<file path="src/rtl/alu_result_fifo_if.sv">
// Handshake bundle between the ALU and the result FIFO consumer.
// slave = FIFO view, master = producer/consumer view.
interface alu_result_fifo_if #(
  parameter int WIDTH = 32
);
  logic             in_valid;
  logic             in_ready;
  logic [WIDTH-1:0] in_result;
  logic [2:0]       in_command;
  logic             in_carryout;
  logic             in_zero;
  logic             in_overflow;
  logic             out_valid;
  logic             out_ready;
  logic [WIDTH-1:0] out_result;
  logic [2:0]       out_command;
  logic             out_carryout;
  logic             out_zero;
  logic             out_overflow;

  modport slave (
    input  in_valid, in_result, in_command,
    input  in_carryout, in_zero, in_overflow,
    input  out_ready,
    output in_ready, out_valid, out_result,
    output out_command, out_carryout,
    output out_zero, out_overflow
  );

  modport master (
    output in_valid, in_result, in_command,
    output in_carryout, in_zero, in_overflow,
    output out_ready,
    input  in_ready, out_valid, out_result,
    input  out_command, out_carryout,
    input  out_zero, out_overflow
  );
endinterface

</file>
<file path="src/rtl/alu_result_fifo.sv">
// In-order FIFO of ALU results + flags, valid/ready both sides.
// Optional sticky carry/overflow bits: define ALU_STICKY_FLAGS_EN.
module alu_result_fifo #(
  parameter int WIDTH = 32,
  parameter int DEPTH = 4,
  parameter int AW    = 2
) (
  input  logic          clk,
  input  logic          reset,
  alu_result_fifo_if.slave bus,
`ifdef ALU_STICKY_FLAGS_EN
  input  logic          sticky_clear,
  output logic          sticky_carry,
  output logic          sticky_overflow,
`endif
  output logic [AW:0]   count
);

  localparam int EW = WIDTH + 6;

  logic [EW-1:0] r_mem [DEPTH];
  logic [AW-1:0] r_wr_ptr;
  logic [AW-1:0] r_rd_ptr;
  logic [AW:0]   r_count;

  logic          w_push;
  logic          w_pop;
  logic          w_full;
  logic          w_empty;
  logic [EW-1:0] w_in;
  logic [EW-1:0] w_head;

  assign w_full  = (r_count == (AW+1)'(DEPTH));
  assign w_empty = (r_count == '0);
  assign w_push  = bus.in_valid & ~w_full & ~reset;
  assign w_pop   = bus.out_ready & ~w_empty & ~reset;

  assign w_in = {bus.in_result, bus.in_command,
                 bus.in_carryout, bus.in_zero,
                 bus.in_overflow};

  // Storage is never cleared; the pointers define validity.
  always_ff @(posedge clk) begin
    if (w_push) r_mem[r_wr_ptr] <= w_in;
  end

  always_ff @(posedge clk) begin
    if (reset) begin
      r_wr_ptr <= '0;
      r_rd_ptr <= '0;
      r_count  <= '0;
    end else begin
      if (w_push) r_wr_ptr <= r_wr_ptr + 1'b1;
      if (w_pop)  r_rd_ptr <= r_rd_ptr + 1'b1;
      case ({w_push, w_pop})
        2'b10:   r_count <= r_count + 1'b1;
        2'b01:   r_count <= r_count - 1'b1;
        default: r_count <= r_count;
      endcase
    end
  end

  assign w_head = w_empty ? '0 : r_mem[r_rd_ptr];

  assign bus.in_ready     = ~w_full;
  assign bus.out_valid    = ~w_empty;
  assign bus.out_result   = w_head[EW-1:6];
  assign bus.out_command  = w_head[5:3];
  assign bus.out_carryout = w_head[2];
  assign bus.out_zero     = w_head[1];
  assign bus.out_overflow = w_head[0];
  assign count            = r_count;

`ifdef ALU_STICKY_FLAGS_EN
  logic r_sticky_carry;
  logic r_sticky_overflow;
  logic w_arith;

  // ADD=0 and SUB=1 are the only commands with meaningful C/V.
  assign w_arith = w_push & (bus.in_command[2:1] == 2'b00);

  always_ff @(posedge clk) begin
    if (reset) begin
      r_sticky_carry    <= 1'b0;
      r_sticky_overflow <= 1'b0;
    end else begin
      if (w_arith & bus.in_carryout)
        r_sticky_carry <= 1'b1;
      else if (sticky_clear)
        r_sticky_carry <= 1'b0;
      if (w_arith & bus.in_overflow)
        r_sticky_overflow <= 1'b1;
      else if (sticky_clear)
        r_sticky_overflow <= 1'b0;
    end
  end

  assign sticky_carry    = r_sticky_carry;
  assign sticky_overflow = r_sticky_overflow;
`endif

endmodule

</file>
<file path="src/flat_wrapper.sv">
// flat-port wrapper written by rule: the top's interface ports become plain ports
module alu_result_fifo_flat 
#(
  parameter int WIDTH = 32,
  parameter int DEPTH = 4,
  parameter int AW    = 2
)
  (clk, reset, count, bus_in_valid, bus_in_result, bus_in_command, bus_in_carryout, bus_in_zero, bus_in_overflow, bus_out_ready, bus_in_ready, bus_out_valid, bus_out_result, bus_out_command, bus_out_carryout, bus_out_zero, bus_out_overflow);
  alu_result_fifo_if #(.WIDTH(WIDTH)) bus_i ();
  input  logic clk;
  input  logic reset;
  output logic [AW:0] count;
  input wire logic [$bits(bus_i.in_valid)-1:0] bus_in_valid;
  input wire logic [$bits(bus_i.in_result)-1:0] bus_in_result;
  input wire logic [$bits(bus_i.in_command)-1:0] bus_in_command;
  input wire logic [$bits(bus_i.in_carryout)-1:0] bus_in_carryout;
  input wire logic [$bits(bus_i.in_zero)-1:0] bus_in_zero;
  input wire logic [$bits(bus_i.in_overflow)-1:0] bus_in_overflow;
  input wire logic [$bits(bus_i.out_ready)-1:0] bus_out_ready;
  output wire logic [$bits(bus_i.in_ready)-1:0] bus_in_ready;
  output wire logic [$bits(bus_i.out_valid)-1:0] bus_out_valid;
  output wire logic [$bits(bus_i.out_result)-1:0] bus_out_result;
  output wire logic [$bits(bus_i.out_command)-1:0] bus_out_command;
  output wire logic [$bits(bus_i.out_carryout)-1:0] bus_out_carryout;
  output wire logic [$bits(bus_i.out_zero)-1:0] bus_out_zero;
  output wire logic [$bits(bus_i.out_overflow)-1:0] bus_out_overflow;
  assign bus_i.in_valid = bus_in_valid;
  assign bus_i.in_result = bus_in_result;
  assign bus_i.in_command = bus_in_command;
  assign bus_i.in_carryout = bus_in_carryout;
  assign bus_i.in_zero = bus_in_zero;
  assign bus_i.in_overflow = bus_in_overflow;
  assign bus_i.out_ready = bus_out_ready;
  assign bus_in_ready = bus_i.in_ready;
  assign bus_out_valid = bus_i.out_valid;
  assign bus_out_result = bus_i.out_result;
  assign bus_out_command = bus_i.out_command;
  assign bus_out_carryout = bus_i.out_carryout;
  assign bus_out_zero = bus_i.out_zero;
  assign bus_out_overflow = bus_i.out_overflow;
  alu_result_fifo #(.WIDTH(WIDTH), .DEPTH(DEPTH), .AW(AW)) u_core (.clk(clk), .reset(reset), .bus(bus_i), .count(count));
endmodule
</file>
<file path="config.mk">
export PLATFORM = sky130hd
export DESIGN_NAME = alu_result_fifo_flat
export DESIGN_NICKNAME = d
export VERILOG_FILES = /design/src/rtl/alu_result_fifo_if.sv /design/src/rtl/alu_result_fifo.sv /design/src/flat_wrapper.sv
export SDC_FILE = /design/constraint.sdc
export NUM_CORES = 1
export LEC_CHECK = 0
export CAP_MARGIN = 0
export CORE_ASPECT_RATIO = 1.1
export CORE_MARGIN = 8
export CORE_UTILIZATION = 58
export DETAILED_ROUTE_END_ITERATION = 6
export PLACE_DENSITY = 0.84
export SKIP_LAST_GASP = 1
export SLEW_MARGIN = 40
export SYNTH_ARGS = -nofsm -noshare
export SYNTH_HDL_FRONTEND = slang
export SYNTH_SLANG_ARGS = --single-unit
</file>
<file path="constraint.sdc">
create_clock -name clk -period 3.35 [get_ports clk]
set_input_delay 0.335 -clock clk [delete_from_list [all_inputs] [get_ports clk]]
set_output_delay 0.335 -clock clk [all_outputs]
set_load 0.02 [all_outputs]
</file>
* Yosys cells after proc, flatten, opt, wreduce, memory -nomap -nowiden
Memories as Yosys holds them, arrays and structs flattened. A register that Yosys moved wholly into a read port is not among the register bits.
Index checks and enable logic that the tools add are counted.
** Word-level totals
- Flip-flop bits (word level) :: 7
- Bits in writable memories :: 152
- Input bits :: 42
- Output and inout bits :: 43
- Word-level logic and storage cells :: 26
- Memories :: 1
** Memories
- u_core.r_mem :: depth 4, width 38, read ports 1, clocked after Yosys merged registers in 1, wr ports 1, line alu_result_fifo.sv:21 : logic [EW-1:0] r_mem [DEPTH];
** Operators by class
- Add/subtract/negate cells :: 4
- Equality and inequality tests :: 3
- Mux-type cells :: 6
- Bitwise gates (word level) :: 7
- Reduce and logical (&&, ||, !) cells :: 2
** Operators with widths (count)
- two-way mux 38 bit :: 1
- case mux 3 bit (2 select lines) :: 1
- adder 2 x 1 -> 2 bit (second input constant) :: 2
- bitwise AND 1 bit :: 4
- two-way mux 2 bit :: 2
- adder 3 x 1 -> 3 bit (second input constant) :: 1
- equality test 3 bit (second input constant) :: 1
- logical NOT 3 bit :: 1
- inverter 1 bit :: 3
- subtractor 3 x 1 -> 3 bit (second input constant) :: 1
- equality test 2 x 1 -> 1 bit (second input constant) :: 1
- equality test 2 bit (second input constant) :: 1
- two-way mux 1 bit :: 2
- nonzero test 2 bit :: 1

* Logic depth before layout (Yosys ltp)
- Word-level depth :: 6
- Depth in mapped cells :: 9
- Mapped depth without buffers :: 9

* Worst setup path after synthesis
OpenSTA, ideal clock, no wires.
- Path type :: reg-to-reg
- From :: register u_core.r_count[0], in the netlist u_core.count[0]
- To :: memory u_core.r_mem[0][0] (netlist bit) (enable)
- Setup time :: 0.399 ns
- Data arrival time :: 1.906 ns
- Required time :: 2.951 ns
- Slack :: 1.045 ns
- Cell stages (with the launch flop) :: 4
- Buffers on the path :: 0
- Clock period less this slack :: 2.305 ns
- Cell sequence :: dfxtp_1 > nor3b_1 > nor3_1 > and2_1
** On the way
- Word-level cells in the longest chain between the ends :: 6
** Ends and longest elaborated chain
- from (decl) :: line alu_result_fifo.sv:24 : logic [AW:0] r_count;
- from (signal assigned) :: line alu_result_fifo.sv:56 : 2'b10: r_count <= r_count + 1'b1;
- from (signal assigned) :: line alu_result_fifo.sv:57 : 2'b01: r_count <= r_count - 1'b1;
- from (signal assigned) :: line alu_result_fifo.sv:58 : default: r_count <= r_count;
- equality test 3 bit :: line alu_result_fifo.sv:33 : assign w_full = (r_count == (AW+1)'(DEPTH));
- inverter 1 bit :: line alu_result_fifo.sv:35 : assign w_push = bus.in_valid & ~w_full & ~reset;
- bitwise AND 1 bit (2 in a row) :: line alu_result_fifo.sv:35
- two-way mux 1 bit :: line alu_result_fifo.sv:44 : if (w_push) r_mem[r_wr_ptr] <= w_in;
- two-way mux 1 bit (not written as such) :: line alu_result_fifo.sv:44
- to (decl) :: line alu_result_fifo.sv:21
No other way between the ends.

==> key figures <==
Final layout
  • Final core utilization: 75.4%
  • Area delta synth->final: 26.2%
  • Multi-input gate area: 1360 µm²
  • FILL cells: 580
  • Nets: 442
  • N_diodes: 0
  • Sequential cell area: 4750 µm²
  • Fraction of layout cells with a size suffix above 1: 19.9%

Power
  • Static Leak: 2.47 nW
  • P per Cell Area: 612 nW/µm²
  • Worst vdd ir: 0.406 mV

Route
  • Antenna Nets Post-Route: 0
  • Routed WL: 12200 µm
  • DR WL/cell: 22.2 µm
  • Wire length on met2: 6770 µm
  • Drc violations: 0
  • Via count: 3090
  • Via-to-Cell Ratio: 5.62
  • Met3 wire length: 745 µm
  • Initial DRC Count: 177
  • Metal-1 WL: 4460 µm
  • Detailed Routing Iterations Pass 1: 5
  • Highest routed layer: met4

CTS
  • Sink Count: 161
  • Total CTS buffers: 17
  • Clock root cell: clkbuf_16
  • Postcts setup bufs: 0
  • H-tree levels: 4
  • Hold_buf cts: 0
  • Post_cts resized: 0
  • Clock slew at reported path FFs: 0.06 ns
  • Clock buffer depth: 2
  • Clk Latency, worst-skew pair: 0.42 ns
  • CTS tree: built

Setup path
  • Setup CP Type: reg2out
  • Crit-path cells: buf_4, mux4_2, nor2b_1, clkdlybuf4s50_1
  • Crit path launch type: flip-flop
  • CP endpoint kind: output port
  • CP top delay family: buffers and inverters
  • CP max stage delay: 0.59 ns
  • WP data arrival: 2.41 ns
  • RR Startpoint: u_core.count[2]$_SDFFE_PP0P_
  • Path depth of the worst reg2reg path: 9
  • R2R Setup Slk: 0.89 ns
  • CP bufs+invs: 2
  • Critical path's slowest cell: clkdlybuf4s50_1
  • FF-to-FF End: u_core.count[2]$_SDFFE_PP0P_
  • Worst EP required: 3.01 ns
  • Max FO, Critical Path: 20

Hold path
  • Hold_sp: u_core.r_wr_ptr[0]$_SDFFE_PP0P_
  • Min-Delay Endpoint: u_core.r_wr_ptr[0]$_SDFFE_PP0P_
  • Min-Delay Path Depth: 2
  • Hold/Removal Path Class: reg2reg

Synthesis
  • Mapped Area: 6210 µm²
  • Top-area cell type share of the netlist area: 73.5%
  • Number of synthesized register bits: 161
  • Top area cells in the synthesized netlist: edfxtp_1, mux4_2, nor2b_1, dfxtp_1, ha_1
  • Count leader, synth: edfxtp_1
  • Post-synth top flop: edfxtp_1
  • Ys Warns: 0
  • Syn Area/Cell: 21.0 µm²
  • Count of cell types in the netlist: 23
  • Register area share after synthesis: 76.4%
  • Syn Nets: 344
  • Number of synthesized flops with an enable pin: 152
  • Post-synth top area cell: edfxtp_1
  • Ys async rst share: 0%
  • Synth top cells by count: edfxtp_1, mux4_2, nor2b_1
  • Synthesized instance count: 296

STA
  • Count of final max-slew check failures: 0
  • Worst-Margin Slew: 0.551 ns
  • Final Hold Vio Count: 0
  • Setup TNS: 0 ns
  • Slew headroom: 63.3%
  • Final min period: 2.74 ns
  • RSZ-0062 raised after global routing: no
  • Setup Skew: 0.00896 ns
  • Final setup fails: 0
  • Fmax: 365 MHz
  • Tcrit/Tclk final: 81.8%

Die
  • FP Rows: 39
  • Starting density of the core: 59.7%
  • Core Box Area: 10400 µm²
  • Die Y: 125 µm
  • DIE WIDTH: 115 µm
  • Die area: 14300 µm²
  • I/O pin cnt: 85

GRT
  • Total grt overflow: 0
  • Pin count of the biggest net entering global routing: 42
  • GRT Total Usage: 18.1%
  • First-pass GRT wire length: 18800 µm
  • Vias in the first global route: 3376
  • Initial antenna violation count: 0

Placement
  • RePlAce Congestion: 0.762
  • Hpwl dp: 7060 µm
  • Buffers on Ports: 84

Job
  • Max-cap violations: 0

Outcome
  • Outcome: finished, final reports clean
cells by family (layout without fill, tap and decap cells):
kind of cell               Yosys count  count (layout)  share of synthesized area, %
AOI/OAI and AO/OA                   10              10                         0.846
xor gates and xnor gates             3               3                         0.423
adders and majority gates            6               6                          1.33
buffers and inverters               22             133                          1.81
DFF                                161             161                          76.4
muxes                               38              38                          13.8
and+or+nand+nor                     56              56                          5.38
power breakdown:
part | switching (mW) | internal (mW)
combinational | 0.353 | 0.349
sequential | 0.0236 | 2.26
clock | 0.728 | 1.08
total | 1.11 | 3.69
layout by cell type, fill, tap and decap left out, drive strengths merged:
master	Yosys	layout
edfxtp	152	152
clkdlybuf4s50	0	84
mux4	38	38
nor2b	38	38
clkbuf	6	24
inv	9	10
dfxtp	9	9
buf	7	8
nor2	6	6
a21oi	5	5
ha	5	5
clkinvlp	0	5
and2	4	4
o21ai	4	4
xor2	3	3
nand3	2	2
or3	2	2
nor3	2	2
o31ai	1	1
nor3b	1	1
nand2	1	1
fa	1	1
bufinv	0	1
clkinv	0	1
final cells by class:
type | count | area share, %
Sequential cell | 161 | 60.6
Multi-Input combinational cell | 113 | 17.4
Timing Repair Buffer | 92 | 12.1
Clock buffer | 24 | 6.15
Tap cell | 143 | 2.28
Clock inverter | 8 | 1.04
Inverter | 9 | 0.431
per-layer routing:
metal	vias up	global-route usage, %
met5	-	0
met4	0	7.45
met3	18	5.33
met2	102	31.3
met1	1595	20.2
li1	1375	-
how the worst max path moves through the flow:
stage                                   endpoint  cells past startpoint  slack [ns]
CTS                           bus_out_command[1]                      4        0.55
finish                        bus_out_command[1]                      4        0.61
global placement    u_core.count[2]$_SDFFE_PP0P_                      9        0.90
global route                  bus_out_command[1]                      4        0.50
floorplan           u_core.r_mem[0][0]$_DFFE_PP_                      3        1.05
detailed placement  u_core.count[2]$_SDFFE_PP0P_                      9        0.77
registers in the layout, indices dropped and copies added (netlist names), named ones only:
signal           cells
u_core.r_mem       152
u_core.count         3
u_core.r_wr_ptr      2
u_core.r_rd_ptr      2
metrics by stage:
stage               setup slack, ns  instances  total power [mW]  hold WS (ns)  area [µm²]
finish                        0.608        550              4.80         0.528        7840
global placement              0.895        518              3.02         0.477        7270
CTS                           0.548        550              4.84         0.523        7840
floorplan                      1.05        296              2.72         0.434        6210
global route                  0.497        550              4.95         0.556        7840
detailed placement            0.769        518              3.03         0.489        7270
worst reg2reg max path, delay by kind of cell (launching register included):
family | cells | cell delay [ns]
simple gates | 3 | 0.92
fa+ha+maj | 2 | 0.56
flops | 1 | 0.45
xor+xnor | 1 | 0.17
buf+inv | 2 | 0.16
compound gates | 1 | 0.14
Power figures use the tool's default switching activity.
